## src/rtl/fix_pkg.sv

```systemverilog
// Shared constants, state encoding and ROM address packing for the fix-layer
// tile row fetcher.
package fix_pkg;

   localparam int TILE_W      = 12;
   localparam int X_W         = 9;
   localparam int MA_W        = 17;
   localparam int MA_TILE_LSB = 5;
   localparam int MA_HALF_BIT = 4;
   localparam int MA_ROW_LSB  = 0;

   localparam logic [3:0] COLOUR_CLEAR = 4'h0;

   typedef enum logic [1:0] {
      ST_IDLE,
      ST_REQ,
      ST_WAIT,
      ST_EMIT
   } fix_state_e;

   // Bit 3 of the address is always zero; half = 1 selects the left pixels.
   function automatic logic [MA_W-1:0] fix_addr(input logic [TILE_W-1:0] code,
                                                input logic              half,
                                                input logic [2:0]        row);
      logic [MA_W-1:0] a;
      a                         = '0;
      a[MA_W-1:MA_TILE_LSB]     = code;
      a[MA_HALF_BIT]            = half;
      a[MA_ROW_LSB +: 3]        = row;
      return a;
   endfunction

endpackage

```

## src/rtl/fix_fetch_if.sv

```systemverilog
// Fix ROM read port: one-cycle request pulse, acknowledge carries the data.
interface fix_fetch_if;
   import fix_pkg::*;

   logic            msreq;
   logic [MA_W-1:0] msaddr;
   logic            msack;
   logic [15:0]     msdata;

   modport master (output msreq, output msaddr, input msack, input msdata);
   modport slave  (input msreq, input msaddr, output msack, output msdata);

endinterface

```

## src/rtl/fix_pix_shift.sv

```systemverilog
// Four-pixel unpacker: holds one ROM half-row and offers the next nibble to
// emit together with its index within the half (0 = leftmost).
module fix_pix_shift (
   input  logic        clk,
   input  logic        rst_n,
   input  logic        load,
   input  logic        shift,
   input  logic [15:0] din,
   output logic [3:0]  nxt_nib,
   output logic [1:0]  nxt_idx,
   output logic        last
);

   logic [11:0] sr_q, sr_d;
   logic [1:0]  idx_q, idx_d;

   // Pixel 0 goes straight from din to the output registers, so only the
   // remaining three pixels are kept here.
   always_comb begin
      sr_d  = sr_q;
      idx_d = idx_q;
      if (load) begin
         sr_d  = din[15:4];
         idx_d = 2'd0;
      end else if (shift) begin
         sr_d  = {4'h0, sr_q[11:4]};
         idx_d = idx_q + 2'd1;
      end
   end

   assign nxt_nib = load ? din[3:0] : sr_q[3:0];
   assign nxt_idx = load ? 2'd0 : idx_q + 2'd1;
   assign last    = (idx_q == 2'd3);

   always_ff @(posedge clk or negedge rst_n) begin
      if (!rst_n) begin
         sr_q  <= '0;
         idx_q <= 2'd0;
      end else begin
         sr_q  <= sr_d;
         idx_q <= idx_d;
      end
   end

endmodule

```

## src/rtl/fix_fetch.sv

```systemverilog
// Fix tile row fetcher: takes one tile-row job, reads the left and right
// halves from the fix ROM and writes 8 palette-tagged pixels to the line buffer.
//
// state   | meaning
// --------+---------------------------------------------------------------
// ST_IDLE | tile_ready high, waiting for a job
// ST_REQ  | msreq pulse on the bus for the current half
// ST_WAIT | read outstanding, waiting for msack
// ST_EMIT | one pixel per cycle on pix_*; pixel index tracked by fix_pix_shift
module fix_fetch
   import fix_pkg::*;
(
   input  logic              clk,
   input  logic              rst_n,
   input  logic              tile_valid,
   output logic              tile_ready,
   input  logic [TILE_W-1:0] tile_code,
   input  logic [2:0]        tile_row,
   input  logic [3:0]        tile_pal,
   input  logic [X_W-1:0]    tile_x,
   fix_fetch_if.master       rom,
   output logic              pix_we,
   output logic [X_W-1:0]    pix_x,
   output logic [7:0]        pix_data
);

   fix_state_e        state_q, state_d;
   logic              half_q, half_d;
   logic [TILE_W-1:0] code_q, code_d;
   logic [2:0]        row_q, row_d;
   logic [3:0]        pal_q, pal_d;
   logic [X_W-1:0]    x_q, x_d;
   logic              msreq_q, msreq_d;
   logic [MA_W-1:0]   msaddr_q, msaddr_d;
   logic              tile_ready_q, tile_ready_d;
   logic              pix_we_q, pix_we_d;
   logic [X_W-1:0]    pix_x_q, pix_x_d;
   logic [7:0]        pix_data_q, pix_data_d;

   logic       sh_load, sh_shift, sh_last, emit;
   logic [3:0] sh_nib;
   logic [1:0] sh_idx;

   fix_pix_shift u_shift (
      .clk     (clk),
      .rst_n   (rst_n),
      .load    (sh_load),
      .shift   (sh_shift),
      .din     (rom.msdata),
      .nxt_nib (sh_nib),
      .nxt_idx (sh_idx),
      .last    (sh_last)
   );

   always_comb begin
      state_d    = state_q;
      half_d     = half_q;
      code_d     = code_q;
      row_d      = row_q;
      pal_d      = pal_q;
      x_d        = x_q;
      msreq_d    = 1'b0;
      msaddr_d   = msaddr_q;
      pix_we_d   = 1'b0;
      pix_x_d    = pix_x_q;
      pix_data_d = pix_data_q;
      sh_load    = 1'b0;
      sh_shift   = 1'b0;
      emit       = 1'b0;

      case (state_q)
         ST_IDLE: begin
            if (tile_valid && tile_ready_q) begin
               code_d   = tile_code;
               row_d    = tile_row;
               pal_d    = tile_pal;
               x_d      = tile_x;
               half_d   = 1'b1;
               msreq_d  = 1'b1;
               msaddr_d = fix_addr(tile_code, 1'b1, tile_row);
               state_d  = ST_REQ;
            end
         end
         ST_REQ: begin
            state_d = ST_WAIT;
         end
         ST_WAIT: begin
            if (rom.msack) begin
               sh_load = 1'b1;
               emit    = 1'b1;
               state_d = ST_EMIT;
            end
         end
         ST_EMIT: begin
            if (sh_last) begin
               if (half_q) begin
                  half_d   = 1'b0;
                  msreq_d  = 1'b1;
                  msaddr_d = fix_addr(code_q, 1'b0, row_q);
                  state_d  = ST_REQ;
               end else begin
                  state_d = ST_IDLE;
               end
            end else begin
               sh_shift = 1'b1;
               emit     = 1'b1;
            end
         end
         default: state_d = ST_IDLE;
      endcase

      // Right half lands 4 pixels to the right; x wraps at the line end.
      if (emit) begin
         pix_we_d   = (sh_nib != COLOUR_CLEAR);
         pix_x_d    = x_q + {{(X_W-3){1'b0}}, ~half_q, sh_idx};
         pix_data_d = {pal_q, sh_nib};
      end

      tile_ready_d = (state_d == ST_IDLE);
   end

   always_ff @(posedge clk or negedge rst_n) begin
      if (!rst_n) begin
         state_q      <= ST_IDLE;
         half_q       <= 1'b0;
         code_q       <= '0;
         row_q        <= '0;
         pal_q        <= '0;
         x_q          <= '0;
         msreq_q      <= 1'b0;
         msaddr_q     <= '0;
         tile_ready_q <= 1'b0;
         pix_we_q     <= 1'b0;
         pix_x_q      <= '0;
         pix_data_q   <= '0;
      end else begin
         state_q      <= state_d;
         half_q       <= half_d;
         code_q       <= code_d;
         row_q        <= row_d;
         pal_q        <= pal_d;
         x_q          <= x_d;
         msreq_q      <= msreq_d;
         msaddr_q     <= msaddr_d;
         tile_ready_q <= tile_ready_d;
         pix_we_q     <= pix_we_d;
         pix_x_q      <= pix_x_d;
         pix_data_q   <= pix_data_d;
      end
   end

   assign tile_ready = tile_ready_q;
   assign rom.msreq  = msreq_q;
   assign rom.msaddr = msaddr_q;
   assign pix_we     = pix_we_q;
   assign pix_x      = pix_x_q;
   assign pix_data   = pix_data_q;

endmodule

```

## src/flat_wrapper.sv

```systemverilog
// flat-port wrapper written by rule: the top's interface ports become plain ports
module fix_fetch_flat import fix_pkg::*;
  (clk, rst_n, tile_valid, tile_ready, tile_code, tile_row, tile_pal, tile_x, pix_we, pix_x, pix_data, rom_msreq, rom_msaddr, rom_msack, rom_msdata);
  fix_fetch_if rom_i ();
  input  logic clk;
  input  logic rst_n;
  input  logic tile_valid;
  output logic tile_ready;
  input  logic [TILE_W-1:0] tile_code;
  input  logic [2:0] tile_row;
  input  logic [3:0] tile_pal;
  input  logic [X_W-1:0] tile_x;
  output logic pix_we;
  output logic [X_W-1:0] pix_x;
  output logic [7:0] pix_data;
  output wire logic [$bits(rom_i.msreq)-1:0] rom_msreq;
  output wire logic [$bits(rom_i.msaddr)-1:0] rom_msaddr;
  input wire logic [$bits(rom_i.msack)-1:0] rom_msack;
  input wire logic [$bits(rom_i.msdata)-1:0] rom_msdata;
  assign rom_msreq = rom_i.msreq;
  assign rom_msaddr = rom_i.msaddr;
  assign rom_i.msack = rom_msack;
  assign rom_i.msdata = rom_msdata;
  fix_fetch u_core (.clk(clk), .rst_n(rst_n), .tile_valid(tile_valid), .tile_ready(tile_ready), .tile_code(tile_code), .tile_row(tile_row), .tile_pal(tile_pal), .tile_x(tile_x), .rom(rom_i), .pix_we(pix_we), .pix_x(pix_x), .pix_data(pix_data));
endmodule
```

## config.mk

```make
export PLATFORM = sky130hd
export DESIGN_NAME = fix_fetch_flat
export DESIGN_NICKNAME = d
export VERILOG_FILES = /design/src/rtl/fix_pkg.sv /design/src/rtl/fix_fetch_if.sv /design/src/rtl/fix_pix_shift.sv /design/src/rtl/fix_fetch.sv /design/src/flat_wrapper.sv
export SDC_FILE = /design/constraint.sdc
export NUM_CORES = 1
export LEC_CHECK = 0
export CAP_MARGIN = 15
export CELL_PAD_IN_SITES_DETAIL_PLACEMENT = 0
export CELL_PAD_IN_SITES_GLOBAL_PLACEMENT = 1
export CORE_MARGIN = 5
export CORE_UTILIZATION = 42
export CTS_CLUSTER_SIZE = 10
export DETAILED_ROUTE_END_ITERATION = 16
export PLACE_DENSITY_LB_ADDON = 0.1
export RECOVER_POWER = 50
export SLEW_MARGIN = 5
export SYNTH_ARGS = -nofsm -noshare
export SYNTH_HDL_FRONTEND = slang
export SYNTH_SLANG_ARGS = --single-unit
```

## constraint.sdc

```tcl
create_clock -name clk -period 4.15 [get_ports clk]
set_input_delay 1.0375 -clock clk [delete_from_list [all_inputs] [get_ports clk]]
set_output_delay 1.0375 -clock clk [all_outputs]
set_load 0.05 [all_outputs]
```

==> metrics, run 1 <==
status=finished, violations left; failing checks=max-capacitance violations, max-slew violations; vias in the first global route=2591; LEAKAGE=2.01 nW; clk_skew=0.0101 ns; CTS-repair resized insts=0; syn avg cell area=12.1 um2; slowest stage cell, crit path=dlygate4sd3_1; Tcrit/Tclk final=71.3%; cell area after layout=4660 um2; utilization after layout=56.1%; number of synthesized flops with an enable pin=0; core area=8300 um2; RSZ-0062 raised after global routing=no; number of cells on the worst reg-to-reg path=5; Ports=85; Power Dens Cells=864 nW/um2; final count of hold timing violations=0; initial DRC count=54; post-layout min period=2.96 ns; wire per inst=15.0 um; Synth async-reset ratio=100%; synth warn=0; CTS Sinks=81; Worst-Margin Slew=1.97 ns; Routed WL=7.32 mm; CP Cell Sequence=dlygate4sd3_1, and2_4, nor2_1, ha_1, fa_1, a21o_1, nand4_1, xor2_1, o21ai_0; share of layout cells above drive strength 1=14.7%; CP peak stage delay=0.52 ns; Clock Latency Late Sink=0.35 ns; critical-path maximum fanout=37; root buf cell=clkbuf_8; first-pass detailed-route iteration total=5; antenna violations before repair=0; crit path buf inv count=1; first-pass GRT wire length=12.2 mm; pin count of the biggest net entering global routing=82; Hold Buf Count CTS=0; Final ANT Viol Nets=0; Max VDD drop=0.411 mV; Top delay family on crit path=adder cells; Mapped Cells=299; crit path launch type=primary input; required time of the critical path=4.36 ns; Die Wd=103 um; worst reg2reg startpoint=u_core.state_q[1]; Hold Path Class=reg -> reg; WS Path Type=in -> reg; DR DRC count=0; H-tree levels=3; routability congestion estimate=0.795; Final nets=436; total setup buffers inserted after CTS=0; post-synthesis cell type count=41; register bit total from synthesis=81; Max Clock Freq=0.338 GHz; Die ar.=10600 um2; Max Cap Viol=1; Die H=103 um; critical path arrival=3.17 ns; register area share after synthesis=56.1%; Ant. Diodes=0; all-layer global routing usage=14.9%; placed cell count=472; r2r endpoint=u_core.u_shift.sr_q[4]; Net Count, Synth=357; vias per cell=5.00; Initial Util=43.6%; post-route non-filler standard cell count=487; worst setup path end=u_core.pix_x[6]; area overhead of the layout relative to synthesis=28.8%; dpl hpwl=5.02 mm; critical path endpoint category=register; routed via count=2436; WP depth=9; Critical Path Start=rom_msack; setup TNS=0 ns; CTS clk-pin slew, worst paths=0.08 ns; Num CTS Buffers=9; CTS max path bufs=2; Main synth FF type=dfrtp_1; port buffer count=83; Reg2Reg Setup Slack=1.31 ns; endpoints failing setup=0; max-slew violation count=82; mapped cell area=3610 um2; Congestion Overflow GR=0; Layout fillers=769; row cnt=33; Slew HR=-31.1%; TritonCTS clock tree=done; placed inst area=4500 um2
-- cell type report --
class / instances / area (um2) / share of cell area (%)
clock buffers: 10 / 138 / 2.96
repair buffers: 85 / 837 / 18.0
well taps: 105 / 131 / 2.82
clock inverters: 5 / 32.5 / 0.699
inverters: 4 / 15.0 / 0.322
flip-flops and latches: 81 / 2030 / 43.5
multi-input cells: 197 / 1480 / 31.7
-- sequential cells by signal, indices dropped and copies added, names as in the netlist, 3 cells and up --
register	flops
u_core.code_q	12
u_core.pal_q	4
u_core.pix_data	8
u_core.pix_x	9
u_core.rom.msaddr	16
u_core.row_q	3
u_core.u_shift.sr_q	12
u_core.x_q	9
-- cells by family (layout without fill, tap and decap cells) --
group,after synthesis,after routing,share of synthesized area [%]
AO/OA/AOI/OAI,56,56,9.14
adder cells (fa/ha/maj),10,10,3.67
other,1,1,0.104
buffers and inverters,21,104,3.08
XOR/XNOR,7,7,1.70
AND/OR/NAND/NOR,61,61,7.89
multiplexers,62,62,18.3
flip-flops,81,81,56.1
-- per-layer routing --
metal	vias to the layer above	part of all wire, %	global-route usage, %
met4	0	1.7	6.57
li1	1204	-	-
met1	1162	44	18.3
met5	-	0	0
met2	59	47	23.5
met3	11	7.1	5.62
-- placed cells by master (no fill, tap or decap), types with 9 or more instances in the layout --
cell type / instances
clkdlybuf4s50_1: 80
clkbuf_8: 10
dfrtp_1: 81
mux2i_1: 28
o21ai_0: 19
ha_1: 9
nor2_1: 19
a21oi_1: 22
nand2_1: 26
mux2_2: 34
-- synthesized netlist by cell type (all sizes together), types with 3 or more instances --
cell / count / area share, %
a21oi: 23 / 3.3
a22o: 4 / 0.97
buf: 14 / 2.4
clkbuf: 3 / 0.31
dfrtp: 81 / 56
ha: 9 / 3.1
inv: 4 / 0.42
mux2: 34 / 11
mux2i: 28 / 7.8
nand2: 26 / 2.7
nand3: 4 / 0.69
nor2: 20 / 2.3
o21ai: 19 / 2.6
xnor2: 5 / 1.2
-- metrics by stage --
step | power, mW | hold WS (ns) | setup WS, ns
6_report | 4.02 | 0.484 | 1.19
5_1_grt | 4.33 | 0.514 | 1.04
4_1_cts | 4.10 | 0.494 | 1.26
3_5_place_dp | 3.58 | 0.476 | 0.885
3_3_place_gp | 3.53 | 0.465 | 0.903
2_1_floorplan | 2.96 | 0.465 | 1.34
-- how the worst min path moves through the flow --
stage / startpoint / end / slack (ns) / cells past startpoint
after detailed placement: u_core.pix_x[3] / u_core.pix_x[3] / 0.48 / 2
after floorplan: u_core.u_shift.sr_q[11] / u_core.u_shift.sr_q[11] / 0.47 / 1
after global placement: u_core.pix_x[3] / u_core.pix_x[3] / 0.47 / 2
after CTS: u_core.pix_x[3] / u_core.pix_x[3] / 0.49 / 2
after global routing: u_core.pix_x[4] / u_core.pix_x[4] / 0.51 / 2
final: u_core.pix_x[6] / u_core.pix_x[6] / 0.48 / 2
-- worst reg2reg max path, delay by kind of cell, from the launching register on --
family                     cells  cell delay (ns)
AOI/OAI and AO/OA              1             0.10
adders and majority gates      1             0.19
buffers and inverters          1             1.02
DFF                            1             0.45
muxes                          1             0.29
and+or+nand+nor                1             0.66
-- report_power, final --
group | total (mW) | switching [mW] | internal [mW] | leakage (nW)
clock | 0.501 | 0.273 | 0.228 | 0.0802
sequential | 1.41 | 0.233 | 1.18 | 0.978
combinational | 2.11 | 1.25 | 0.858 | 0.951
total | 4.02 | 1.76 | 2.26 | 2.01
(Power assumes the default switching activity.)
==> run 2: changes to the inputs <==
--- a/config.mk
+++ b/config.mk
@@ -9,7 +9,7 @@
 export CELL_PAD_IN_SITES_DETAIL_PLACEMENT = 0
 export CELL_PAD_IN_SITES_GLOBAL_PLACEMENT = 1
 export CORE_MARGIN = 5
-export CORE_UTILIZATION = 42
+export CORE_UTILIZATION = 39
 export CTS_CLUSTER_SIZE = 10
 export DETAILED_ROUTE_END_ITERATION = 16
 export PLACE_DENSITY_LB_ADDON = 0.1
==> constraint.sdc (replaced) <==
create_clock -name clk -period 3 [get_ports clk]
set_input_delay 0.75 -clock clk [delete_from_list [all_inputs] [get_ports clk]]
set_output_delay 0.75 -clock clk [all_outputs]
set_load 0.05 [all_outputs]
==> run 2 against run 1 <==
The flow now finishes without violations. Utilization decreased by 4.2 points. Flip-flop and latch count stayed put. Final area increased by 2.0%. Via count up 1.7%.
==> metrics, run 2 (synthesized netlist as in run 1, its figures left out) <==
Hold Buf Count CTS=0 (unchanged); Worst-Margin Slew=1.06 ns (was 1.97 ns); share of layout cells above drive strength 1=15.8% (was 14.7%); FF/Latch Area=2030 um2 (unchanged); status=completed (was finished, violations left); row cnt=35 (was 33); Die ar.=11300 um2 (was 10600 um2); multi-input logic area=1480 um2 (unchanged); placed cell count=484 (was 472); area overhead of the layout relative to synthesis=31.4% (was 28.8%); first-pass GRT wire length=13.0 mm (was 12.2 mm); Fin Hold WS=0.483 ns (was 0.484 ns); Die Wd=106 um (was 103 um); Die H=106 um (was 103 um); port buffer count=83 (unchanged); all-layer global routing usage=14.3% (was 14.9%); setup TNS=0 ns (unchanged); Routed WL=7.64 mm (was 7.32 mm); slowest stage cell, crit path=clkbuf_1 (was dlygate4sd3_1); Slew HR=29.0% (was -31.1%); LEAKAGE=2.07 nW (was 2.01 nW); Critical Path Start=u_core.state_q[1] (was rom_msack); worst setup path end=u_core.pix_x[8] (was u_core.pix_x[6]); Max Clock Freq=0.406 GHz; routed via count=2477 (was 2436); Ports=85 (unchanged); required time of the critical path=3.28 ns (was 4.36 ns); Max VDD drop=0.630 mV (was 0.411 mV); post-route non-filler standard cell count=498 (was 487); dpl hpwl=5.36 mm (was 5.02 mm); wire per inst=15.3 um (was 15.0 um); commonest cells after routing, fill and taps aside=81 x clkdlybuf4s50_1, 81 x dfrtp_1, 34 x mux2_2, 28 x mux2i_1, 26 x nand2_1 (was 81 x dfrtp_1, 80 x clkdlybuf4s50_1, 34 x mux2_2, 28 x mux2i_1, 26 x nand2_1); pin count of the biggest net entering global routing=42 (was 82); initial DRC count=42 (was 54); Hold Path Class=reg -> reg (unchanged); Congestion Overflow GR=0 (unchanged); max-slew violation count=0 (was 82); crit path launch type=register (was primary input); core area=9150 um2 (was 8300 um2); clk_skew=0.00744 ns (was 0.0101 ns); first-pass detailed-route iteration total=4 (was 5); H-tree levels=3 (unchanged); Reg2Reg Setup Slack=0.54 ns (was 1.31 ns); max FFs per register=16 (unchanged); CTS clk-pin slew, worst paths=0.08 ns (about the same); CP peak stage delay=0.59 ns (was 0.52 ns); Tcrit/Tclk final=82.1%; Final nets=442 (was 436); CP Cell Sequence=ha_1, and2b_1, clkbuf_1, nor2_4, or4_1, nand3_1 (was dlygate4sd3_1, and2_4, nor2_1, ha_1, fa_1, a21o_1, nand4_1, xor2_1, o21ai_0); critical-path maximum fanout=12 (was 37); final count of hold timing violations=0 (unchanged); WS Path Type=reg -> reg (was in -> reg); RSZ-0062 raised after global routing=no (unchanged); total setup buffers inserted after CTS=0 (unchanged); vias in the first global route=2699 (was 2591); post-layout min period=2.46 ns; worst reg2reg startpoint=u_core.state_q[1] (unchanged); Final ANT Viol Nets=0 (unchanged); CTS Sinks=81 (unchanged); r2r endpoint=u_core.pix_x[8] (was u_core.u_shift.sr_q[4]); CTS max path bufs=2 (unchanged); number of cells on the worst reg-to-reg path=6 (was 5); DR DRC count=0 (unchanged); Ant. Diodes=0 (unchanged); Clock Latency Late Sink=0.34 ns (was 0.35 ns); Layout fillers=845 (was 769); vias per cell=4.97 (was 5.00); Initial Util=39.5% (was 43.6%); Max Cap Viol=0 (was 1); endpoints failing setup=0 (unchanged); Power Dens Cells=1220 nW/um2 (was 864 nW/um2); antenna violations before repair=0 (unchanged); critical path arrival=2.74 ns (was 3.17 ns); Num CTS Buffers=9 (unchanged); CTS-repair resized insts=0 (unchanged); critical path endpoint category=register (unchanged); routability congestion estimate=0.730 (was 0.795); TritonCTS clock tree=done (unchanged); root buf cell=clkbuf_8 (unchanged)
-- run 2: layout make-up --
cell class,instances,share of cell area [%]
Clock buffer,11,3.19
Sequential cell,81,42.7
Tap cell,111,2.92
Multi-Input combinational cell,197,31.1
Clock inverter,3,1.37
Timing Repair Buffer,91,18.5
Inverter,4,0.316
-- run 2: stage by stage --
stage	utilization (%)	worst slack, ns	cell area [um2]	total power, mW
floorplan	-	0.478	3610	4.09
CTS	52.2	0.648	4770	5.89
finish	51.9	0.538	4750	5.78
global placement	49.8	0.300	4560	4.94
global route	51.9	0.339	4750	6.20
detailed placement	49.8	0.281	4560	4.98
-- run 2: where the power goes --
part	internal [mW]	total, mW	switching (mW)
sequential	1.63	1.95	0.318
combinational	1.21	2.97	1.76
clock	0.504	0.873	0.369
-- run 2: worst min-delay path by stage --
stage | start | depth (start not counted) | to | slack (ns)
6_report | u_core.pix_x[3] | 2 | u_core.pix_x[3] | 0.48
4_1_cts | rst_n | 1 | u_core.pix_x[6] | 0.41
3_3_place_gp | u_core.pix_x[7] | 2 | u_core.pix_x[7] | 0.47
2_1_floorplan | rst_n | 0 | u_core.code_q[0] | 0.45
3_5_place_dp | u_core.pix_x[3] | 2 | u_core.pix_x[3] | 0.47
5_1_grt | u_core.pix_x[3] | 2 | u_core.pix_x[3] | 0.51
-- run 2: metal layers --
metal / part of all wire [%] / up-vias / GRT usage (%)
met4: 0.67 / 0 / 2.78
met3: 5.1 / 5 / 5.28
li1: - / 1210 / -
met2: 49 / 49 / 23.6
met5: 0 / - / 0
met1: 45 / 1213 / 18.1
-- run 2: worst max-delay path, delay by kind of cell, from the launching register on --
kind / cells / cell delay (ns)
flip-flops: 1 / 0.47
buffers and inverters: 1 / 0.59
adder cells (fa/ha/maj): 1 / 0.48
AND/OR/NAND/NOR: 4 / 0.85
==> run 3: changes to the inputs <==
==> constraint.sdc (replaced) <==
create_clock -name clk -period 2.5 [get_ports clk]
set_input_delay 0.625 -clock clk [delete_from_list [all_inputs] [get_ports clk]]
set_output_delay 0.625 -clock clk [all_outputs]
set_load 0.05 [all_outputs]
==> run 3 against run 2 <==
The flow now finishes with violations (max-capacitance violations, max-slew violations). Final cell count is 1.0% higher. Flip-flop and latch count is the same. Register-to-register slack got worse by 0.33 ns. Critical endpoint is now u_core.pix_x[6].
==> metrics, run 3 (synthesized netlist as in run 1, its figures left out) <==
Slew HR=-23.6% (was 29.0%); CTS max path bufs=2 (unchanged); critical-path maximum fanout=5 (was 12); endpoints failing setup=0 (unchanged); area overhead of the layout relative to synthesis=33.0% (was 31.4%); Pint=4.12 mW (was 3.34 mW); Power Dens Cells=1470 nW/um2 (was 1220 nW/um2); final worst slack=0.208 ns (was 0.538 ns); vias in the first global route=2662 (was 2699); initial DRC count=49 (was 42); all-layer global routing usage=14.3% (about the same); Num CTS Buffers=9 (unchanged); critical path endpoint category=register (unchanged); LEAKAGE=2.09 nW (was 2.07 nW); number of cells on the worst reg-to-reg path=10 (was 6); switching share of power=41.9% (was 42.3%); Congestion Overflow GR=0 (unchanged); worst reg2reg startpoint=u_core.state_q[0] (was u_core.state_q[1]); routability congestion estimate=0.713 (was 0.730); Die Wd=106 um (unchanged); critical path arrival=2.52 ns (was 2.74 ns); Final nets=445 (was 442); WS Path Type=reg -> reg (unchanged); antenna violations before repair=0 (unchanged); post-route non-filler standard cell count=503 (was 498); Tcrit/Tclk final=91.7% (was 82.1%); failing checks=max-capacitance violations, max-slew violations; wire per inst=15.0 um (was 15.3 um); Ports=85 (unchanged); Max VDD drop=0.591 mV (was 0.630 mV); RSZ-0062 raised after global routing=no (unchanged); r2r endpoint=u_core.pix_x[6] (was u_core.pix_x[8]); routed via count=2473 (was 2477); clk_skew=0.0100 ns (was 0.00744 ns); Psw=2.97 mW (was 2.44 mW); worst setup path end=u_core.pix_x[6] (was u_core.pix_x[8]); share of layout cells above drive strength 1=16.6% (was 15.8%); first-pass detailed-route iteration total=4 (unchanged); H-tree levels=3 (unchanged); final count of hold timing violations=0 (unchanged); Hold Path Class=reg -> reg (unchanged); Max Cap Viol=1 (was 0); Comb power frac=50.8% (was 51.3%); Clk network pwr share=16.2% (was 15.1%); pin count of the biggest net entering global routing=48 (was 42); Reg2Reg Setup Slack=0.21 ns (was 0.54 ns); first-pass GRT wire length=12.9 mm (was 13.0 mm); max FFs per register=16 (unchanged); Critical Path Start=u_core.state_q[0] (was u_core.state_q[1]); Placement Setup Slack=-0.117 ns (was 0.281 ns); sequential share of power=33.0% (was 33.6%); core area=9150 um2 (unchanged); required time of the critical path=2.72 ns (was 3.28 ns); commonest non-fill, non-tap cell in the layout=clkdlybuf4s50_1; DR DRC count=0 (unchanged); commonest cells after routing, fill and taps aside=82 x clkdlybuf4s50_1, 81 x dfrtp_1, 34 x mux2_2, 28 x mux2i_1, 26 x nand2_1 (was 81 x clkdlybuf4s50_1, 81 x dfrtp_1, 34 x mux2_2, 28 x mux2i_1, 26 x nand2_1); CTS clk-pin slew, worst paths=0.08 ns (about the same); Fin Hold WS=0.481 ns (was 0.483 ns); max-slew violation count=36 (was 0); Routed WL=7.53 mm (was 7.64 mm); post-layout min period=2.29 ns (was 2.46 ns); row cnt=35 (unchanged); status=finished, violations left (was completed); Initial Util=39.5% (unchanged); Clock Latency Late Sink=0.35 ns (was 0.34 ns); crit path launch type=register (unchanged); port buffer count=83 (unchanged); root buf cell=clkbuf_8 (unchanged); Max Clock Freq=0.436 GHz (was 0.406 GHz); Ant. Diodes=0 (unchanged); TritonCTS clock tree=done (unchanged); dpl hpwl=5.28 mm (was 5.36 mm); Die ar.=11300 um2 (unchanged); vias per cell=4.92 (was 4.97); placed cell count=487 (was 484); Hold Buf Count CTS=0 (unchanged); Worst-Margin Slew=1.85 ns (was 1.06 ns); Final ANT Viol Nets=0 (unchanged); CTS Sinks=81 (unchanged); Die H=106 um (unchanged); total setup buffers inserted after CTS=0 (unchanged); CTS-repair resized insts=0 (unchanged)
==> run 3: critical path, stage by stage, from the launching register on <==
cell	delay [ns]
dfrtp_1	0.43
inv_1	0.17
ha_1	0.21
and2_4	0.17
nor2_1	0.04
ha_1	0.20
fa_1	0.42
a21o_1	0.21
nand4_1	0.11
xor2_1	0.14
o21ai_0	0.08
==> run 3: power groups by stage <==
stage	clock (mW)	combinational [mW]	sequential, mW
2_1_floorplan	0	1.67	3.24
3_3_place_gp	0	3.61	2.35
3_5_place_dp	0	3.66	2.37
4_1_cts	1.20	3.68	2.35
5_1_grt	1.25	3.94	2.43
6_report	1.15	3.60	2.34
==> run 3: through the flow <==
stage               utilization [%]  setup TNS, ns  power (mW)  area [um2]
floorplan                         -              0        4.91        3620
global placement               50.2         -0.202        5.96        4590
detailed placement             50.2         -0.250        6.03        4590
CTS                            52.8              0        7.22        4840
global route                   52.5              0        7.62        4810
finish                         52.5              0        7.09        4810
==> run 3: area by class of cell <==
| class | instances | area (um2) |
|---|---|---|
| inverters | 4 | 15.0 |
| repair buffers | 94 | 906 |
| fillers | 867 | 4350 |
| clock buffers | 10 | 128 |
| flip-flops and latches | 81 | 2030 |
| multi-input cells | 197 | 1480 |
| well taps | 111 | 139 |
| clock inverters | 6 | 115 |
==> run 3: how the worst min path moves through the flow <==
stage | start | end | slack (ns) | cells past startpoint
floorplan | rst_n | u_core.code_q[0] | 0.33 | 0
global placement | u_core.pix_x[7] | u_core.pix_x[7] | 0.47 | 2
detailed placement | u_core.pix_x[8] | u_core.pix_x[8] | 0.47 | 2
CTS | rst_n | u_core.rom.msaddr[4] | 0.22 | 1
global route | u_core.pix_x[3] | u_core.pix_x[3] | 0.51 | 2
finish | u_core.pix_x[8] | u_core.pix_x[8] | 0.48 | 2
==> run 3: routing by layer <==
layer | track usage, % | share of wire (%)
met5 | 0 | 0
met1 | 18.2 | 46
met4 | 4.44 | 1.3
met3 | 4.37 | 5.2
met2 | 23.3 | 48
